$ cat src/rtl/sdram_port_arbiter.sv
// Two-requester round-robin arbiter in front of a single SDRAM controller port.
// One transaction is in flight at a time and every grant is followed by one IDLE cycle.
module sdram_port_arbiter #(
    parameter int ADDR_W = 25,
    parameter int DATA_W = 32
) (
    input  logic                  clk,
    input  logic                  resetn,

    input  logic                  m0_valid,
    output logic                  m0_ready,
    input  logic [ADDR_W-1:0]     m0_addr,
    input  logic [DATA_W-1:0]     m0_wdata,
    input  logic [DATA_W/8-1:0]   m0_wstrb,
    output logic [DATA_W-1:0]     m0_rdata,

    input  logic                  m1_valid,
    output logic                  m1_ready,
    input  logic [ADDR_W-1:0]     m1_addr,
    input  logic [DATA_W-1:0]     m1_wdata,
    input  logic [DATA_W/8-1:0]   m1_wstrb,
    output logic [DATA_W-1:0]     m1_rdata,

    output logic                  s_valid,
    input  logic                  s_ready,
    output logic [ADDR_W-1:0]     s_addr,
    output logic [DATA_W-1:0]     s_wdata,
    output logic [DATA_W/8-1:0]   s_wstrb,
    input  logic [DATA_W-1:0]     s_rdata
);

    typedef enum logic [1:0] {
        IDLE   = 2'd0,
        GRANT0 = 2'd1,
        GRANT1 = 2'd2
    } state_t;

    state_t state;
    logic   last_grant;

    // last_grant resets to 1 so that requester 0 wins the first tie.
    always_ff @(posedge clk or negedge resetn) begin
        if (!resetn) begin
            state      <= IDLE;
            last_grant <= 1'b1;
        end else begin
            case (state)
                IDLE: begin
                    if (m0_valid && (!m1_valid || last_grant)) begin
                        state      <= GRANT0;
                        last_grant <= 1'b0;
                    end else if (m1_valid) begin
                        state      <= GRANT1;
                        last_grant <= 1'b1;
                    end
                end
                GRANT0, GRANT1: begin
                    if (s_ready) begin
                        state <= IDLE;
                    end
                end
                default: state <= IDLE;
            endcase
        end
    end

    // A grant is never aborted: the owner's valid is not consulted once granted.
    always_comb begin
        s_valid  = 1'b0;
        s_addr   = '0;
        s_wdata  = '0;
        s_wstrb  = '0;
        m0_ready = 1'b0;
        m1_ready = 1'b0;
        case (state)
            GRANT0: begin
                s_valid  = 1'b1;
                s_addr   = m0_addr;
                s_wdata  = m0_wdata;
                s_wstrb  = m0_wstrb;
                m0_ready = s_ready;
            end
            GRANT1: begin
                s_valid  = 1'b1;
                s_addr   = m1_addr;
                s_wdata  = m1_wdata;
                s_wstrb  = m1_wstrb;
                m1_ready = s_ready;
            end
            default: ;
        endcase
    end

    assign m0_rdata = m0_ready ? s_rdata : '0;
    assign m1_rdata = m1_ready ? s_rdata : '0;

endmodule

$ cat config.mk
export PLATFORM = sky130hd
export DESIGN_NAME = sdram_port_arbiter
export DESIGN_NICKNAME = d
export VERILOG_FILES = /design/src/rtl/sdram_port_arbiter.sv
export SDC_FILE = /design/constraint.sdc
export NUM_CORES = 1
export LEC_CHECK = 0
export ABC_AREA = 1
export CAP_MARGIN = 20
export CORE_AREA = 3 3 110 112
export DETAILED_ROUTE_END_ITERATION = 10
export DIE_AREA = 0 0 113 115
export SLEW_MARGIN = 20
export SYNTH_ARGS = -nofsm -noshare
export SYNTH_HDL_FRONTEND = slang
export SYNTH_SLANG_ARGS = --single-unit
$ cat constraint.sdc
create_clock -name clk -period 1.81 [get_ports clk]
set_input_delay 0.181 -clock clk [delete_from_list [all_inputs] [get_ports clk]]
set_output_delay 0.181 -clock clk [all_outputs]
set_load 0.02 [all_outputs]
==> metrics.txt <==
PwrDens between 1000 and 1500 nW/um^2; Antenna Cells 0; maximum vdd drop about 0.0014 V; Nets 787; Via-to-Cell Ratio just over 4; Syn-to-layout area delta 204.1%; final setup fails 0; GRT Resource Usage Total 0.1413; Int Pwr ~3000 uW; # clock sinks 3; Core Util, Final 0.4296; layout cells sized above 1 0.2901; Root Driver clkbuf_16; Sw Ratio 0.5241; clk slew on worst S/H paths ~30 ps; slowest CP cell dfrtp_1; setup tns final 0 ps; post-synth cell types 16; ranking of synthesized cells by area nand2_1 31%, a21oi_1 19%, nor2_1 15%; area share of the largest cell type after synthesis 0.3099; final wirelength around 11,000 microns; CTS tree done; largest net degree at the start of global routing 34; crit path max fanout 9; WS Path Type reg2out; first-pass GRT wire length approximately 15,000 microns; Synth area leader nand2_1; post-synthesis register bit count 3; Vias 3,179; vias in the first global route around 3,000; Crit path required time about 1600 ps; Worst slew margin 0.7293; pre-CTS setup slack -339.0 ps; Comb power frac 0.923; HPWL Detailed ~8100 microns; Gate Count Post-Synth between 300 and 400; Flop pwr share 0.020; Top cell by count, worst path buf_6; CP Cell Sequence inv_2 > ha_4 > buf_6 > buf_12 > nand2_1 > a21oi_2 > buf_6; number of I/O pins about 290; Tmin final approximately 1800 ps; number of remaining DRC errors 0; RSZ-0062 raised after global routing yes; Worst Hold Class in2async; core area between 10,000 and 15,000 sq um; layout filler cell count around 1,200; Worst EP arrival roughly 1600 ps; CTS max path bufs 2; synthesized area per cell about 4.8 sq um; final worst-path cycle share 0.9919; Starting Density 0.1412; clock power share 0.057; drt pass-1 iters 4; startpoint type of the worst setup path register; Slew Viols, Final 0; synth warn 0; die width between 100 and 150 microns; syn_nets ~500; MaxCap Viol Count 0; CTS H-tree lvls 1; GR Overflow Total 0; peak per-stage delay on the critical path ~390 ps; Crit path max-delay family buffers and inverters; antenna violations before repair 0; PortBufs around 290; final worst slack 14.74 ps; fmax approximately 0.56 GHz; leakage power ~0.0022 uW; Sw Pwr 3266 uW; clk_lat worst skew 220 ps; synthesized area about 1600 sq um; final hold violation count 0; Worst setup EP type primary output; die area approximately 13,000 sq um; status finished clean; TritonCTS Buffers 3; final setup skew around 1.4 ps; Worst Max-Slew Pin Slew approximately 410 ps; post-synthesis sequential area ratio 0.04773; RePlAce Congestion 0.7713; Die Height between 100 and 150 microns; per-cell routed wire length about 15 microns; Antenna Violating Nets Remaining 0; First DRT Iteration DRCs approximately 100; num rows 39; CP bufs+invs 4
==> kinds of logic after synthesis <==
logic type               Yosys count  share of synthesized area
AO/OA/AOI/OAI                     62                     0.1940
AND/OR/NAND/NOR                  202                     0.4859
flip-flops                         3                    0.04774
adder cells (fa/ha/maj)            3                    0.02348
buffers and inverters             66                     0.2488
==> repair_timing <==
action,CTS,global route
hold buffers,0,0
pin swaps,2,11
gates resized for setup,341,217
endpoints found under the setup margin,128,122
gates cloned,2,5
setup buffers,4,6
==> routing by layer <==
layer	GRT usage	vias to the layer above	part of all wire
li1	-	1589	-
met2	0.2788	153	0.52
met5	0	-	0
met1	0.1569	1429	0.39
met3	0.03158	8	0.078
met4	0.02003	0	0.0073
==> path summary, 6_finish.rpt <==
check	startpoint	end	slack, ps	cells past startpoint
worst max-delay path	state[0]	s_wdata[8]	10	7
worst min-delay path	resetn	state[0]	140	1
worst max register to register	state[0]	state[0]	340	9
worst min register to register	last_grant	last_grant	530	2
max in group asynchronous	resetn	last_grant	1450	1
min in group clk	last_grant	last_grant	530	2
==> sequential cells by signal (all words and copies together), names as in the netlist <==
signal      count
last_grant      1
state           2
==> stage by stage <==
| step | hold WS [ps] | cell area [sq um] | instances | total power [uW] |
|---|---|---|---|---|
| 3_3_place_gp | 368.6 | 4526 | 746 | 4786 |
| 3_5_place_dp | 372.4 | 4526 | 746 | 4812 |
| 5_1_grt | 139.8 | 4863 | 767 | 6640 |
| 2_1_floorplan | -114.6 | 1599 | 336 | 2732 |
| 6_report | 136.7 | 4863 | 767 | 6231 |
| 4_1_cts | 134.8 | 4415 | 756 | 5150 |
==> synthesized netlist by cell type <==
cell and count:
a21oi_1 61, buf_2 3, buf_4 1, buf_6 19, clkbuf_1 3, dfrtp_1 2, dfstp_2 1, ha_1 3
inv_1 39, inv_2 1, nand2_1 132, nand2_4 2, nand3_1 1, nand4_1 1, nor2_1 66, o21ai_0 1
==> power groups by stage <==
stage | Clock (uW) | Combinational (uW) | Sequential [uW]
finish | 353 | 5750 | 127
global placement | 0 | 4660 | 129
floorplan | 0 | 2610 | 124
global route | 372 | 6140 | 130
detailed placement | 0 | 4680 | 129
CTS | 362 | 4660 | 124
==> cell usage in the layout, fill, tap and decap left out, types with 4 or more instances in the layout <==
| master | Yosys | layout |
|---|---|---|
| clkbuf_2 | 0 | 37 |
| dlygate4sd2_1 | 0 | 7 |
| buf_6 | 19 | 29 |
| a21oi_1 | 61 | 20 |
| nor2_1 | 66 | 66 |
| nand2_2 | 0 | 4 |
| nand2_1 | 132 | 128 |
| a21oi_2 | 0 | 40 |
| clkbuf_16 | 0 | 7 |
| buf_12 | 0 | 7 |
| clkdlybuf4s50_1 | 0 | 157 |
| buf_4 | 1 | 41 |
| clkdlybuf4s15_1 | 0 | 22 |
| inv_1 | 39 | 37 |
==> worst register-to-register path: cells and delay by family, from the launching register on <==
kind / cells / cell delay, ps
and+or+nand+nor: 4 / 280
buffers and inverters: 4 / 470
DFF: 1 / 390
adders and majority gates: 1 / 210
==> area by class of cell <==
| cell class | instances | area [sq um] | area share |
|---|---|---|---|
| clock buffers | 4 | 78.83 | 0.01621 |
| inverters | 40 | 155.1 | 0.03190 |
| multi-input cells | 267 | 1351 | 0.2779 |
| flip-flops and latches | 3 | 76.32 | 0.01569 |
| well taps | 143 | 178.9 | 0.03679 |
| repair buffers | 310 | 3023 | 0.6216 |
No activity file was read; power rests on OpenSTA's default activity.
